[config.mk]
export PLATFORM = sky130hd
export DESIGN_NAME = multicycle_controller
export DESIGN_NICKNAME = d
export VERILOG_FILES = /design/src/rtl/rv_ctrl_pkg.sv /design/src/rtl/multicycle_controller_branch_sense.sv /design/src/rtl/multicycle_controller.sv
export SDC_FILE = /design/constraint.sdc
export NUM_CORES = 1
export LEC_CHECK = 0
export CAP_MARGIN = 30
export CELL_PAD_IN_SITES_DETAIL_PLACEMENT = 1
export CELL_PAD_IN_SITES_GLOBAL_PLACEMENT = 2
export CORE_ASPECT_RATIO = 0.7
export CORE_UTILIZATION = 25
export CTS_CLUSTER_DIAMETER = 100
export DETAILED_ROUTE_END_ITERATION = 12
export PLACE_DENSITY = 0.66
export SLEW_MARGIN = 15
export SYNTH_ARGS = -nofsm -noshare
export SYNTH_HDL_FRONTEND = slang
export SYNTH_SLANG_ARGS = --single-unit
[constraint.sdc]
create_clock -name clk -period 2.15 [get_ports clk]
set_input_delay 0.645 -clock clk [delete_from_list [all_inputs] [get_ports clk]]
set_output_delay 0.645 -clock clk [all_outputs]
set_load 0.02 [all_outputs]
[src/rtl/rv_ctrl_pkg.sv]
// Shared definitions for the multi-cycle RV32I control path.
// Holds the opcode constants, the controller state encoding, the mux/ALU code
// constants used by both the controller and the datapath muxes, and the
// per-state Moore output table.
// No ports (package).

package rv_ctrl_pkg;

  // Base opcodes recognised by the controller
  localparam logic [6:0] OP_LOAD   = 7'b0000011;
  localparam logic [6:0] OP_STORE  = 7'b0100011;
  localparam logic [6:0] OP_R      = 7'b0110011;
  localparam logic [6:0] OP_IMM    = 7'b0010011;
  localparam logic [6:0] OP_BRANCH = 7'b1100011;
  localparam logic [6:0] OP_JAL    = 7'b1101111;
  localparam logic [6:0] OP_JALR   = 7'b1100111;
  localparam logic [6:0] OP_LUI    = 7'b0110111;
  localparam logic [6:0] OP_AUIPC  = 7'b0010111;

  // Result mux
  localparam logic [1:0] RES_ALUOUT    = 2'b00;
  localparam logic [1:0] RES_DATA      = 2'b01;
  localparam logic [1:0] RES_ALURESULT = 2'b10;

  // ALU A mux
  localparam logic [1:0] SRCA_PC    = 2'b00;
  localparam logic [1:0] SRCA_OLDPC = 2'b01;
  localparam logic [1:0] SRCA_RS1   = 2'b10;
  localparam logic [1:0] SRCA_ZERO  = 2'b11;

  // ALU B mux
  localparam logic [1:0] SRCB_RS2  = 2'b00;
  localparam logic [1:0] SRCB_IMM  = 2'b01;
  localparam logic [1:0] SRCB_FOUR = 2'b10;

  // ALU operation class handed to the ALU decoder
  localparam logic [1:0] ALUOP_ADD    = 2'b00;
  localparam logic [1:0] ALUOP_BRANCH = 2'b01;
  localparam logic [1:0] ALUOP_FUNCT  = 2'b10;

  // Immediate formats
  localparam logic [2:0] IMM_I = 3'b000;
  localparam logic [2:0] IMM_S = 3'b001;
  localparam logic [2:0] IMM_B = 3'b010;
  localparam logic [2:0] IMM_J = 3'b011;
  localparam logic [2:0] IMM_U = 3'b100;

  typedef enum logic [3:0] {
    FETCH, DECODE, MEMADR, MEMREAD, MEMWB, MEMWRITE, EXECUTER, EXECUTEI,
    ALUWB, BEQ, JAL, JALR, JALRPC, LUI, AUIPC, TRAP
  } state_t;

  // Moore part of the control word; the FETCH/BEQ qualifiers are added
  // combinationally in the controller.
  typedef struct packed {
    logic       memReq;
    logic       adrSrc;
    logic       memWrite;
    logic       regWrite;
    logic       pcWrite;
    logic [1:0] resultSrc;
    logic [1:0] aluSrcA;
    logic [1:0] aluSrcB;
    logic [1:0] aluOp;
  } ctrl_t;

  // Per-state output table; anything not set stays 0 / select 00.
  function automatic ctrl_t stateCtrl(state_t s);
    ctrl_t c;
    c = '0;
    case (s)
      FETCH: begin
        c.memReq    = 1'b1;
        c.aluSrcA   = SRCA_PC;
        c.aluSrcB   = SRCB_FOUR;
        c.aluOp     = ALUOP_ADD;
        c.resultSrc = RES_ALURESULT;
      end
      DECODE: begin
        c.aluSrcA = SRCA_OLDPC;
        c.aluSrcB = SRCB_IMM;
      end
      MEMADR, JALR: begin
        c.aluSrcA = SRCA_RS1;
        c.aluSrcB = SRCB_IMM;
      end
      MEMREAD: begin
        c.memReq = 1'b1;
        c.adrSrc = 1'b1;
      end
      MEMWB: begin
        c.resultSrc = RES_DATA;
        c.regWrite  = 1'b1;
      end
      MEMWRITE: begin
        c.memReq   = 1'b1;
        c.adrSrc   = 1'b1;
        c.memWrite = 1'b1;
      end
      EXECUTER: begin
        c.aluSrcA = SRCA_RS1;
        c.aluSrcB = SRCB_RS2;
        c.aluOp   = ALUOP_FUNCT;
      end
      EXECUTEI: begin
        c.aluSrcA = SRCA_RS1;
        c.aluSrcB = SRCB_IMM;
        c.aluOp   = ALUOP_FUNCT;
      end
      ALUWB: begin
        c.resultSrc = RES_ALUOUT;
        c.regWrite  = 1'b1;
      end
      BEQ: begin
        c.aluSrcA   = SRCA_RS1;
        c.aluSrcB   = SRCB_RS2;
        c.aluOp     = ALUOP_BRANCH;
        c.resultSrc = RES_ALUOUT;
      end
      // JAL and JALRPC both redirect PC from ALUOut while ALU forms OldPC+4 for rd
      JAL, JALRPC: begin
        c.resultSrc = RES_ALUOUT;
        c.pcWrite   = 1'b1;
        c.aluSrcA   = SRCA_OLDPC;
        c.aluSrcB   = SRCB_FOUR;
      end
      LUI: begin
        c.aluSrcA = SRCA_ZERO;
        c.aluSrcB = SRCB_IMM;
      end
      AUIPC: begin
        c.aluSrcA = SRCA_OLDPC;
        c.aluSrcB = SRCB_IMM;
      end
      default: c = '0;
    endcase
    return c;
  endfunction

endpackage

[src/rtl/multicycle_controller_branch_sense.sv]
// branch_sense: combinational branch-taken decision from funct3 and the ALU
// zero flag. For the 1xx codes the ALU has produced slt/sltu, so "less than"
// shows up as Zero=0.
// Ports:
//   funct3  in  3  branch funct3
//   zero    in  1  ALU zero flag
//   taken   out 1  branch taken (reserved codes 010/011 never taken)

module branch_sense (
  input  logic [2:0] funct3,
  input  logic       zero,
  output logic       taken
);

  // Equality-type senses take on Zero, the inverted ones on !Zero
  always_comb begin
    taken = 1'b0;
    case (funct3)
      3'b000, 3'b101, 3'b111: taken = zero;
      3'b001, 3'b100, 3'b110: taken = ~zero;
      default:                taken = 1'b0;
    endcase
  end

endmodule

[src/rtl/multicycle_controller.sv]
// multicycle_controller: control FSM for the multi-cycle RV32I core.
// Optional feature macro: MC_ILLEGAL_TRAP_EN (unknown opcode or reserved
// branch funct3 enters an absorbing TRAP state and raises illegal_op).
// Ports:
//   clk, reset (async, active-high)
//   op, funct3, Zero, mem_ready           - decode/status inputs
//   mem_req, MemWrite, AdrSrc             - memory port control
//   IRWrite, PCWrite, RegWrite            - architectural write enables
//   ResultSrc, ALUSrcA, ALUSrcB, ALUOp    - datapath mux / ALU control
//   ImmSrc                                - immediate format (from op only)
//   instret                               - retired instruction counter
//   illegal_op                            - sticky illegal-opcode flag

module multicycle_controller
  import rv_ctrl_pkg::*;
#(
  parameter int CNT_W = 32
) (
  input  logic             clk,
  input  logic             reset,
  input  logic [6:0]       op,
  input  logic [2:0]       funct3,
  input  logic             Zero,
  input  logic             mem_ready,
  output logic             mem_req,
  output logic             MemWrite,
  output logic             AdrSrc,
  output logic             IRWrite,
  output logic             PCWrite,
  output logic             RegWrite,
  output logic [1:0]       ResultSrc,
  output logic [1:0]       ALUSrcA,
  output logic [1:0]       ALUSrcB,
  output logic [1:0]       ALUOp,
  output logic [2:0]       ImmSrc,
  output logic [CNT_W-1:0] instret,
  output logic             illegal_op
);

  state_t state;
  state_t nextState;
  ctrl_t  ctrl;
  logic   taken;
  logic   retire;

  branch_sense u_branch_sense (
    .funct3(funct3),
    .zero  (Zero),
    .taken (taken)
  );

  // Next-state selection; mem_ready only matters in the three memory states
  always_comb begin
    nextState = state;
    case (state)
      FETCH:    if (mem_ready) nextState = DECODE;
      DECODE: begin
        case (op)
          OP_LOAD, OP_STORE: nextState = MEMADR;
          OP_R:              nextState = EXECUTER;
          OP_IMM:            nextState = EXECUTEI;
          OP_BRANCH: begin
`ifdef MC_ILLEGAL_TRAP_EN
            nextState = (funct3 == 3'b010 || funct3 == 3'b011) ? TRAP : BEQ;
`else
            nextState = BEQ;
`endif
          end
          OP_JAL:            nextState = JAL;
          OP_JALR:           nextState = JALR;
          OP_LUI:            nextState = LUI;
          OP_AUIPC:          nextState = AUIPC;
`ifdef MC_ILLEGAL_TRAP_EN
          default:           nextState = TRAP;
`else
          default:           nextState = FETCH;
`endif
        endcase
      end
      MEMADR:   nextState = op[5] ? MEMWRITE : MEMREAD;
      MEMREAD:  if (mem_ready) nextState = MEMWB;
      MEMWB:    nextState = FETCH;
      MEMWRITE: if (mem_ready) nextState = FETCH;
      EXECUTER, EXECUTEI, JAL, JALRPC, LUI, AUIPC: nextState = ALUWB;
      ALUWB:    nextState = FETCH;
      BEQ:      nextState = FETCH;
      JALR:     nextState = JALRPC;
      TRAP:     nextState = TRAP;
      default:  nextState = FETCH;
    endcase
  end

  // State register plus the registered Moore control word for the state being entered
  always_ff @(posedge clk or posedge reset) begin
    if (reset) begin
      state <= FETCH;
      ctrl  <= stateCtrl(FETCH);
    end else begin
      state <= nextState;
      ctrl  <= stateCtrl(nextState);
    end
  end

  // An instruction retires on its last cycle; stores only when memory accepts
  assign retire = (state == MEMWB) || (state == ALUWB) || (state == BEQ) ||
                  ((state == MEMWRITE) && mem_ready);

  // Retired-instruction counter, wraps naturally at its width
  always_ff @(posedge clk or posedge reset) begin
    if (reset) begin
      instret <= '0;
    end else if (retire) begin
      instret <= instret + CNT_W'(1);
    end
  end

  // Immediate format depends on the opcode alone
  always_comb begin
    ImmSrc = IMM_I;
    case (op)
      OP_LOAD, OP_IMM, OP_JALR: ImmSrc = IMM_I;
      OP_STORE:                 ImmSrc = IMM_S;
      OP_BRANCH:                ImmSrc = IMM_B;
      OP_JAL:                   ImmSrc = IMM_J;
      OP_LUI, OP_AUIPC:         ImmSrc = IMM_U;
      default:                  ImmSrc = IMM_I;
    endcase
  end

  // Write strobes are masked by reset so an interrupted access never signals a partial write
  assign mem_req   = ctrl.memReq & ~reset;
  assign MemWrite  = ctrl.memWrite & ~reset;
  assign RegWrite  = ctrl.regWrite & ~reset;
  assign IRWrite   = (state == FETCH) & mem_ready & ~reset;
  assign PCWrite   = ~reset & (ctrl.pcWrite |
                               ((state == FETCH) & mem_ready) |
                               ((state == BEQ) & taken));
  assign AdrSrc    = ctrl.adrSrc;
  assign ResultSrc = ctrl.resultSrc;
  assign ALUSrcA   = ctrl.aluSrcA;
  assign ALUSrcB   = ctrl.aluSrcB;
  assign ALUOp     = ctrl.aluOp;

`ifdef MC_ILLEGAL_TRAP_EN
  // TRAP is absorbing, so being in it is the sticky flag
  assign illegal_op = (state == TRAP);
`else
  assign illegal_op = 1'b0;
`endif

endmodule
==> run metrics <==
Yosys reg bits 49; Pleak 1.85 nW; hold crit path type reg2reg; Synth area leader dfrtp_1; H-Tree Level Count 2; total power divided by cell area 612 nW/um^2; Cells after Synth 249; worst path arrival time 1.69 ns; Layout area overhead 63.6%; layout cells sized above 1 37.6%; run status complete, but fails checks; Avg Inst Size Synth between 10 and 15 um^2; Longest Clk Path Bufs 2; num rows 30; Yosys cell types 54; Initial DRC Count 48; clock sinks 49; via count approximately 2300; vias in the first global route 2398; critical path launch point funct3[0]; async set or reset register ratio after synthesis 100%; GRT Overall Usage between 10% and 20%; Via density about 4.6; CTS tree yes; R2R Path Start state[1]; Post-synth EDFFs 0; # setup viols final 7; Peak VDD IR around 0.00026 V; Reg2Reg Capture Point ctrl[12]; most common cell after layout, fill and taps aside buf_4; Worst setup SP type primary input; worst hold path stage count 1; CP Capture Point PCWrite; Seq/Total Area, Yosys between 40% and 50%; PnR worst setup slack -0.185 ns; total congestion overflow 0; DP HPWL 5670 um; CTS root buffer clkbuf_16; n_diodes 0; starting density of the core 26.1%; largest net degree at the start of global routing 19; CTS buffer count 5; core area 9800 um^2; Ports 64; Critical Path Fanout Max 2; DR WL/cell 15.8 um; WS Path Type in2out; Die ar. 10600 um^2; Top FF cell, synth dfrtp_1; Clock transition at path regs 0.07 ns; Setup TNS -0.469 ns; share of the synthesized area in the top cell type 45.1%; Die Ht 86.6 um; Reg2Reg Setup Slack -0.02 ns; worst path required time 1.50 ns; Cell Area, Synth 2550 um^2; DRC 0; initial antenna violation count 0; first-pass GRT wire length 12400 um; final hold violation count 0; R2R cell count 8; commonest non-fill, non-tap cells in the layout buf_4, dfrtp_1, clkdlybuf4s50_1, xnor2_1, nand2_1; post-layout min period between 2 and 2.5 ns; Clk Latency, worst-skew pair 0.29 ns; warnings from Yosys 0; Cells after DPL 475; failing checks negative setup slack; die width 123 um; routability cong. 0.775; NumNets Final 384; First-pass DRT Iterations 4; unrepaired setup endpoints after global routing yes; fmax 428 MHz; Worst Setup End Kind output pin; Clock Skew 0.00385 ns; dpl ws -0.992 ns; Post-Layout Cell Count 498; Post-Syn Nets 264; min-delay src instret[31]; max-cap violations 0; Synth area leaders dfrtp_1, xnor2_1, dfstp_2; max-slew violations 0; period utilisation layout 109%; post-route ant nets 0; # port buffers 62; Routed WL 7850 um
-- routing by layer --
metal	global-route usage (%)	share of wire (%)
met4	3.55	1.1
met3	3.95	4.5
met2	23.3	47
met5	0	0
met1	21.8	48
-- sequential cells by signal, summed over array words and instances (netlist names) --
name       cells
state          4
AdrSrc         1
ALUSrcB        2
ResultSrc      2
ctrl           4
ALUOp          2
ALUSrcA        2
instret       32
-- cells by family (layout without fill, tap and decap cells) --
kind of cell	after synthesis	after routing	share of synthesized area, %
flip-flops	49	49	48.1
AO/OA/AOI/OAI	28	28	8.67
multiplexers	1	1	0.441
XOR/XNOR	34	34	11.7
AND/OR/NAND/NOR	104	104	24.0
other	1	1	0.147
adder cells (fa/ha/maj)	2	2	0.930
buffers and inverters	30	151	5.97
-- worst min-delay path by stage --
stage,end
after detailed placement,instret[31]
after global routing,instret[31]
final,instret[31]
after floorplan,instret[31]
after global placement,instret[31]
after CTS,instret[31]
-- cells in the mapped netlist (2+ instances only) --
master    instances
dfrtp_1          46
xnor2_1          27
nand2_1          19
nand3_1          15
inv_1            12
nor2_1           12
buf_4             9
and3_1            8
nand4_1           7
xor2_1            7
a21oi_1           5
buf_2             5
nor2b_1           5
nor3_1            5
nor4_1            5
or3_1             5
and2_1            4
and4_1            4
nand2b_1          4
o21ai_1           4
clkbuf_1          3
dfstp_2           3
nor4bb_1          2
o21ai_0           2
o21ai_2           2
-- cell type report --
| class | count | area (um^2) |
|---|---|---|
| sequential | 49 | 1230 |
| tap | 128 | 160 |
| inverter | 13 | 48.8 |
| timing repair buffer | 130 | 1180 |
| clock inverter | 2 | 37.5 |
| fill | 1092 | 5620 |
| multi-input combinational | 170 | 1380 |
| clock buffer | 6 | 139 |
-- through the flow --
step | util (%) | cell area (um^2) | hold slack, ns | power, mW
floorplan | - | 2610 | 0.582 | 1.32
global placement | 37.8 | 3700 | 0.476 | 1.57
detailed placement | 37.8 | 3700 | 0.477 | 1.59
CTS | 41.1 | 4030 | 0.487 | 2.56
global route | 42.7 | 4180 | 0.506 | 2.68
finish | 42.7 | 4180 | 0.482 | 2.56
-- worst max-delay path, stage by stage --
cell	delay [ns]
buf_8	0.10
xnor2_4	0.13
nor3_2	0.11
a21oi_1	0.07
nor4b_1	0.30
nor3_1	0.10
nor2_2	0.11
buf_6	0.13
-- power breakdown --
part | internal [mW] | switching, mW
Clock | 0.581 | 0.342
Sequential | 0.987 | 0.0493
Combinational | 0.308 | 0.291
Total | 1.88 | 0.683
-- repair_timing --
action | CTS | global route
hold buffers | 0 | 0
setup endpoints to repair | 27 | 16
endpoints found under the hold margin | 0 | 0
pin swaps | 16 | 18
gates resized for setup | 91 | 32
buffers inserted | 10 | 5
No activity file was read; power rests on OpenSTA's default activity.
